$ cat config.mk
export PLATFORM = sky130hd
export DESIGN_NAME = uart_rx
export DESIGN_NICKNAME = d
export VERILOG_FILES = /design/src/rtl/uart_rx.sv
export SDC_FILE = /design/constraint.sdc
export NUM_CORES = 1
export LEC_CHECK = 0
export ABC_AREA = 1
export BUFFER_PORTS_ARGS = -buffer_cell sky130_fd_sc_hd__buf_2
export CORE_UTILIZATION = 50
export CTS_CLUSTER_SIZE = 20
export DETAILED_ROUTE_END_ITERATION = 16
export PLACE_DENSITY = 0.74
export RECOVER_POWER = 50
export SYNTH_ARGS = -nofsm -noshare
export SYNTH_HDL_FRONTEND = slang
export SYNTH_SLANG_ARGS = --single-unit
export TNS_END_PERCENT = 20
$ cat constraint.sdc
create_clock -name clk -period 2.4 [get_ports clk]
set_input_delay 0.24 -clock clk [delete_from_list [all_inputs] [get_ports clk]]
set_output_delay 0.24 -clock clk [all_outputs]
set_load 0.005 [all_outputs]
$ cat src/rtl/uart_rx.sv
// UART receiver: 2-flop synchronized line, PRESCALE-times oversampling, optional parity.
// Define UART_RX_MAJORITY_VOTE_EN for a 2-of-3 vote around each bit centre.
module uart_rx #(
    parameter int unsigned WIDTH    = 8,
    parameter int unsigned PRESCALE = 8,
    parameter logic        STOP     = 1'b1,
    parameter logic        START    = 1'b0
) (
    input  logic             clk,
    input  logic             rst,
    input  logic             RX_IN,
    input  logic             PAR_EN,
    input  logic             PAR_TYP,
    output logic [WIDTH-1:0] P_DATA,
    output logic             DATA_VALID,
    output logic             PAR_ERR,
    output logic             STP_ERR,
    output logic             Busy
);

    localparam int unsigned ECW = $clog2(PRESCALE);
    localparam int unsigned BCW = (WIDTH > 1) ? $clog2(WIDTH) : 1;
`ifdef UART_RX_MAJORITY_VOTE_EN
    localparam int unsigned SAMPLE_TICK = PRESCALE / 2 + 1;
`else
    localparam int unsigned SAMPLE_TICK = PRESCALE / 2;
`endif
    localparam logic [ECW-1:0] TICK_SAMPLE = ECW'(SAMPLE_TICK);
    localparam logic [ECW-1:0] TICK_LAST   = ECW'(PRESCALE - 1);
    localparam logic [BCW-1:0] BIT_LAST    = BCW'(WIDTH - 1);

    typedef enum logic [2:0] {StIdle, StStart, StData, StParity, StStop} state_e;

    state_e           state;
    logic [ECW-1:0]   edge_cnt;
    logic [BCW-1:0]   bit_cnt;
    logic [WIDTH-1:0] shreg;
    logic             par_en_q;
    logic             par_typ_q;
    logic             par_bad;
    logic             rx_meta;
    logic             rx_s;
    logic             sample;
    logic             at_sample;
    logic             at_wrap;

    always_ff @(posedge clk or posedge rst) begin
        if (rst) begin
            rx_meta <= 1'b1;
            rx_s    <= 1'b1;
        end else begin
            rx_meta <= RX_IN;
            rx_s    <= rx_meta;
        end
    end

`ifdef UART_RX_MAJORITY_VOTE_EN
    // hist[1] = rx_s two ticks ago, hist[0] = previous tick; vote completes at TICK_SAMPLE.
    logic [1:0] hist;

    always_ff @(posedge clk or posedge rst) begin
        if (rst) begin
            hist <= 2'b11;
        end else begin
            hist <= {hist[0], rx_s};
        end
    end

    assign sample = (hist[1] & hist[0]) | (hist[1] & rx_s) | (hist[0] & rx_s);
`else
    assign sample = rx_s;
`endif

    assign at_sample = (edge_cnt == TICK_SAMPLE);
    assign at_wrap   = (edge_cnt == TICK_LAST);

    always_ff @(posedge clk or posedge rst) begin
        if (rst) begin
            state      <= StIdle;
            edge_cnt   <= '0;
            bit_cnt    <= '0;
            shreg      <= '0;
            par_en_q   <= 1'b0;
            par_typ_q  <= 1'b0;
            par_bad    <= 1'b0;
            P_DATA     <= '0;
            DATA_VALID <= 1'b0;
            PAR_ERR    <= 1'b0;
            STP_ERR    <= 1'b0;
            Busy       <= 1'b0;
        end else begin
            DATA_VALID <= 1'b0;
            PAR_ERR    <= 1'b0;
            STP_ERR    <= 1'b0;
            if (state != StIdle) begin
                edge_cnt <= at_wrap ? '0 : edge_cnt + 1'b1;
            end
            unique case (state)
                StIdle: begin
                    // The detection cycle is tick 0 of the start bit.
                    if (rx_s == START) begin
                        state     <= StStart;
                        edge_cnt  <= ECW'(1);
                        bit_cnt   <= '0;
                        par_en_q  <= PAR_EN;
                        par_typ_q <= PAR_TYP;
                        par_bad   <= 1'b0;
                        Busy      <= 1'b1;
                    end
                end
                StStart: begin
                    if (at_sample && sample != START) begin
                        state    <= StIdle;
                        edge_cnt <= '0;
                        Busy     <= 1'b0;
                    end else if (at_wrap) begin
                        state <= StData;
                    end
                end
                StData: begin
                    if (at_sample) begin
                        shreg <= {sample, shreg[WIDTH-1:1]};
                    end
                    if (at_wrap) begin
                        if (bit_cnt == BIT_LAST) begin
                            bit_cnt <= '0;
                            state   <= par_en_q ? StParity : StStop;
                        end else begin
                            bit_cnt <= bit_cnt + 1'b1;
                        end
                    end
                end
                StParity: begin
                    if (at_sample) begin
                        par_bad <= (sample != ((^shreg) ^ par_typ_q));
                    end
                    if (at_wrap) begin
                        state <= StStop;
                    end
                end
                StStop: begin
                    // Leave mid-stop-bit so a following start edge is not missed.
                    if (at_sample) begin
                        PAR_ERR  <= par_bad;
                        STP_ERR  <= (sample != STOP);
                        if (!par_bad && sample == STOP) begin
                            P_DATA     <= shreg;
                            DATA_VALID <= 1'b1;
                        end
                        state    <= StIdle;
                        edge_cnt <= '0;
                        Busy     <= 1'b0;
                    end
                end
                default: begin
                    state <= StIdle;
                end
            endcase
        end
    end

endmodule

# After elaboration in Yosys (flattened, before gate mapping)

Index checks and enable logic that the tools add are counted.

$add $sub $neg: 2
Eq/ne operators: 16
Multiplexer cells: 33
Bitwise operators: 2
Reduce and logical (&&, ||, !) cells: 16

Operators by type and width:

| operator                                                               | number |
|---|---|
| 3-bit 2-to-1 mux                                                       | 16 |
| 3-bit case mux with 5 select lines                                     | 1 |
| 2-bit != test (second input constant)                                  | 7 |
| 3-bit equality test (second input constant)                            | 4 |
| 1-bit 2-to-1 mux                                                       | 12 |
| 3-bit case mux with 3 select lines                                     | 1 |
| 3-bit AND reduction                                                    | 3 |
| 8-bit XOR reduction                                                    | 1 |
| 3-bit by 1-bit adder with 3-bit output (second input constant)         | 2 |
| 3-bit by 2-bit equality test with 1-bit output (second input constant) | 2 |
| 3-bit case mux with 2 select lines                                     | 1 |
| 6-bit AND reduction                                                    | 1 |
| 3-bit nonzero test                                                     | 2 |
| 2-bit AND reduction                                                    | 2 |
| 4-bit AND reduction                                                    | 1 |
| 2-bit nonzero test                                                     | 2 |
| 3-bit by 1-bit equality test with 1-bit output (second input constant) | 1 |
| 3-bit zero test                                                        | 1 |
| 3-bit != test (second input constant)                                  | 1 |
| 1-bit case mux with 3 select lines                                     | 1 |
| 1-bit logical AND                                                      | 2 |
| 1-bit case mux with 2 select lines                                     | 1 |
| 1-bit zero test                                                        | 1 |
| 1-bit != test                                                          | 1 |
| 2 further kinds                                                        | 2 |

Bits in registers: 34
Input port bits: 5
Output and inout port bits: 12
Logic and storage cells: 83

# Longest topological paths before layout

Word-level depth: 5
Mapped depth: 12
Gate-level depth less buffers: 12

# Least setup slack after synthesis

No wires, ideal clock.

Path type: flip-flop to flip-flop
Start: reg edge_cnt[0]
End: reg state[1]
Library setup time: 0.117 ns
Data arrival time: 1.333 ns
Data required time: 2.283 ns
Setup slack: 0.949 ns
Stages on the path, launching flop included: 12
Path buffers: 0
Clock period less this slack: 1.451 ns
Cell sequence: dfrtp_1 -> inv_1 -> ha_1 -> nand2_1 -> inv_1 -> nand2_1 -> nand2_1 -> nand2_1 -> o21ai_2 -> nand3_1 -> nand2_1 -> nand2_1

Cells in the longest elaborated chain, start to end: 4
Elaborated cells on any way between the ends: 10
Those cells by class: eq/ne (6); mux (2); reduce/logical (2)

RTL lines:

| item                                                                                       | RTL line | text |
|---|---|---|
| start: declaration                                                                         | 35       | `logic [ECW-1:0] edge_cnt;` |
| start signal: assignment                                                                   | 96       | `edge_cnt <= at_wrap ? '0 : edge_cnt + 1'b1;` |
| 3-bit equality test                                                                        | 74       | `assign at_sample = (edge_cnt == TICK_SAMPLE);` |
| 1-bit logical AND                                                                          | 112      | `if (at_sample && sample != START) begin` |
| 3-bit != test (no line) / 3-bit 2-to-1 mux (equally long branches)                         | -        |  |
| 6-bit AND reduction (no line) / 3-bit case mux with 5 select lines (equally long branches) | -        |  |
| end signal: assignment                                                                     | 79       | `state <= StIdle;` |
| end signal: assignment                                                                     | 113      | `state <= StIdle;` |
| end signal: assignment                                                                     | 117      | `state <= StData;` |
| end: declaration                                                                           | 34       | `state_e state;` |

Parallel ways exist; a longest one is shown, timed or not.
A chain may end at the register's enable or synchronous reset.

# Worst setup path after layout

Start: reg edge_cnt[0]
End: reg state[0]

Same word-level chain as after synthesis.

==> impl_metrics.json <==
{
  "cp.required_ns": 2.63,
  "n_antenna_cell": 0,
  "clk_pin_slew_ns": 0.10,
  "p_leak_nw": 0.985,
  "grt_pass1_wl_mm": 5.09,
  "async_reset_ff_share_pct": 100,
  "synth_ff_type": "dfrtp_1",
  "ctsHtreeMaxLevel": 2,
  "layout_common_cells": "nand2_1, dfrtp_1, inv_1",
  "max-vdd-ir-drop_mv": 0.549,
  "setup_viol": 0,
  "setup_tns_ns": 0,
  "place_area_um2": 1790,
  "critical_path.startpoint": "edge_cnt[0]$_DFF_PP0_",
  "design_area_um2": 1880,
  "die_h_um": 59.8,
  "cts_resized": 0,
  "cts_buffers": 5,
  "period_minus_slack_ns": 1.64,
  "io_buffers": 16,
  "drv_cap": 0,
  "dp_cells": 258,
  "ios": 17,
  "final_common_cell": "nand2_1",
  "syn_nets": 209,
  "dp_hpwl_mm": 2.14,
  "clk_path_buf_depth": 2,
  "hold_start": "PAR_TYP",
  "grt_max_degree": 35,
  "hold_viol_final": 0,
  "wire_per_inst_um": 10.7,
  "synthesis.area_um2": 1670,
  "timing.rr.start": "edge_cnt[0]$_DFF_PP0_",
  "yosysWarnings": 0,
  "numClockSinks": 34,
  "drtPass1Iterations": 4,
  "rsz0062_at_grt": "false",
  "hold_class": "input pin to flip-flop",
  "fmax_mhz": 610,
  "drive_gt1_share_pct": 19.6,
  "arrival_ns": 1.87,
  "status": "finished clean",
  "end_kind": "flip-flop",
  "fin_worst_hold_slack_ns": 0.114,
  "cts-root-buf": "clkbuf_4",
  "seq_area_frac_synth_pct": 51.1,
  "multi_input_area_um2": 671,
  "seqCellArea_um2": 853,
  "relSlewSlack_pct": 47.3,
  "rows": 20,
  "die_w_um": 59.8,
  "final_cells": 268,
  "postRouteAntennaNets": 0,
  "syn_area_per_cell_um2": 8.39,
  "cts_hold_buf": 2,
  "worst-path-max-fanout": 4,
  "wl_mm": 2.88,
  "worstSkewPairLatency_ns": 0.34,
  "coreArea_um2": 3100,
  "cp-start-kind": "flip-flop",
  "finalClockSkew_ns": 0.00940,
  "synth_edf_count": 0,
  "num-nets-final": 233,
  "antenna_found_initial": 0,
  "yosysUniqueCellTypes": 19,
  "grt_remaining_overflow": 0,
  "cts_setup_buffers": 0,
  "grt_usage_pct": 19.9,
  "max_slew.worst_pin.slew_ns": 0.790,
  "initial_core_util_pct": 53.8,
  "p_per_area_nw_per_um2": 917,
  "dieArea_um2": 3580,
  "gp_congestion": 0.952,
  "grt_pass1_vias": 1188,
  "ys_seq_elements": 34,
  "detail_route.iter0.violations": 45,
  "finish.utilization_pct": 60.7,
  "vias": 1304,
  "via_per_inst": 4.87,
  "period_share_pct": 68.3,
  "fill_cells": 312,
  "slew_viol_final": 0,
  "synthCells": 199,
  "syn2layout_area_growth_pct": 12.7,
  "drc": 0,
  "crit_type": "flip-flop to flip-flop",
  "cts_tree": "done"
}
==> per-layer routing <==
layer | global-route usage [%] | up-vias | routed length (µm)
met5 | 0 | - | 0
met4 | 6.98 | 0 | 19
met3 | 7.14 | 2 | 121
met2 | 27.8 | 29 | 1210
met1 | 28.4 | 595 | 1520
li1 | - | 678 | -
==> power by group <==
group          internal, mW  switching [mW]
Sequential            0.662          0.0694
Combinational         0.196           0.396
Clock                 0.216           0.188
==> logic make-up (layout without fill, tap and decap cells) <==
family,after synthesis,in the layout,share of synthesized area [%]
xor+xnor,1,1,0.524
simple gates,91,91,23.5
fa+ha+maj,5,5,3.75
flops,34,34,51.1
buf+inv,35,60,8.76
compound gates,33,33,12.4
==> area by class of cell <==
class                      count  area share (%)
clock buffer                   5            1.99
clock inverter                 3            2.13
inverter                      33            6.58
multi-input combinational    130            35.6
sequential                    34            45.3
tap                           44            2.92
timing repair buffer          19            5.45
==> registers in the layout, summed over array words and instances, names as in the netlist, 3 cells and up <==
signal / cells
state: 3
edge_cnt: 3
P_DATA: 8
shreg: 8
bit_cnt: 3
==> synth_stat cells (4+ instances only) <==
cell | n | share of area [%]
nand2_1 | 60 | 13
dfrtp_1 | 32 | 48
inv_1 | 31 | 7.0
o21ai_0 | 18 | 5.4
nand3_1 | 12 | 3.6
o21ai_2 | 11 | 5.8
nor2_1 | 7 | 1.6
ha_1 | 5 | 3.7
a21oi_1 | 4 | 1.2
nand4_1 | 4 | 1.5
==> stage by stage <==
stage	setup WS, ns	power [mW]
2_1_floorplan	0.949	1.20
3_3_place_gp	0.839	1.32
3_5_place_dp	0.788	1.33
4_1_cts	0.786	1.74
5_1_grt	0.587	1.86
6_report	0.761	1.73
==> worst max-delay path, cell delays in order, from the launching register on <==
cell and delay (ns):
dfrtp_1 0.41, inv_1 0.08, ha_1 0.14, nand2_1 0.09, inv_1 0.12, nand2_1 0.09, nand2_1 0.12, nand2_1 0.08
o21ai_2 0.19, nand3_1 0.12, nand2_1 0.09, nand2_1 0.05
==> final timing paths <==
path | endpoint | slack (ns) | depth (start not counted)
min in group asynchronous | Busy$_DFFE_PP0P_ | 0.68 | 4
setup reg to reg | state[0]$_DFFE_PP0P_ | 0.76 | 11
setup / recovery | state[0]$_DFFE_PP0P_ | 0.76 | 11
max in group asynchronous | state[0]$_DFFE_PP0P_ | 1.22 | 4
hold reg to reg | rx_s$_DFF_PP1_ | 0.35 | 0
hold / removal | par_typ_q$_DFFE_PP0P_ | 0.11 | 3
No activity file was read; power rests on OpenSTA's default activity.
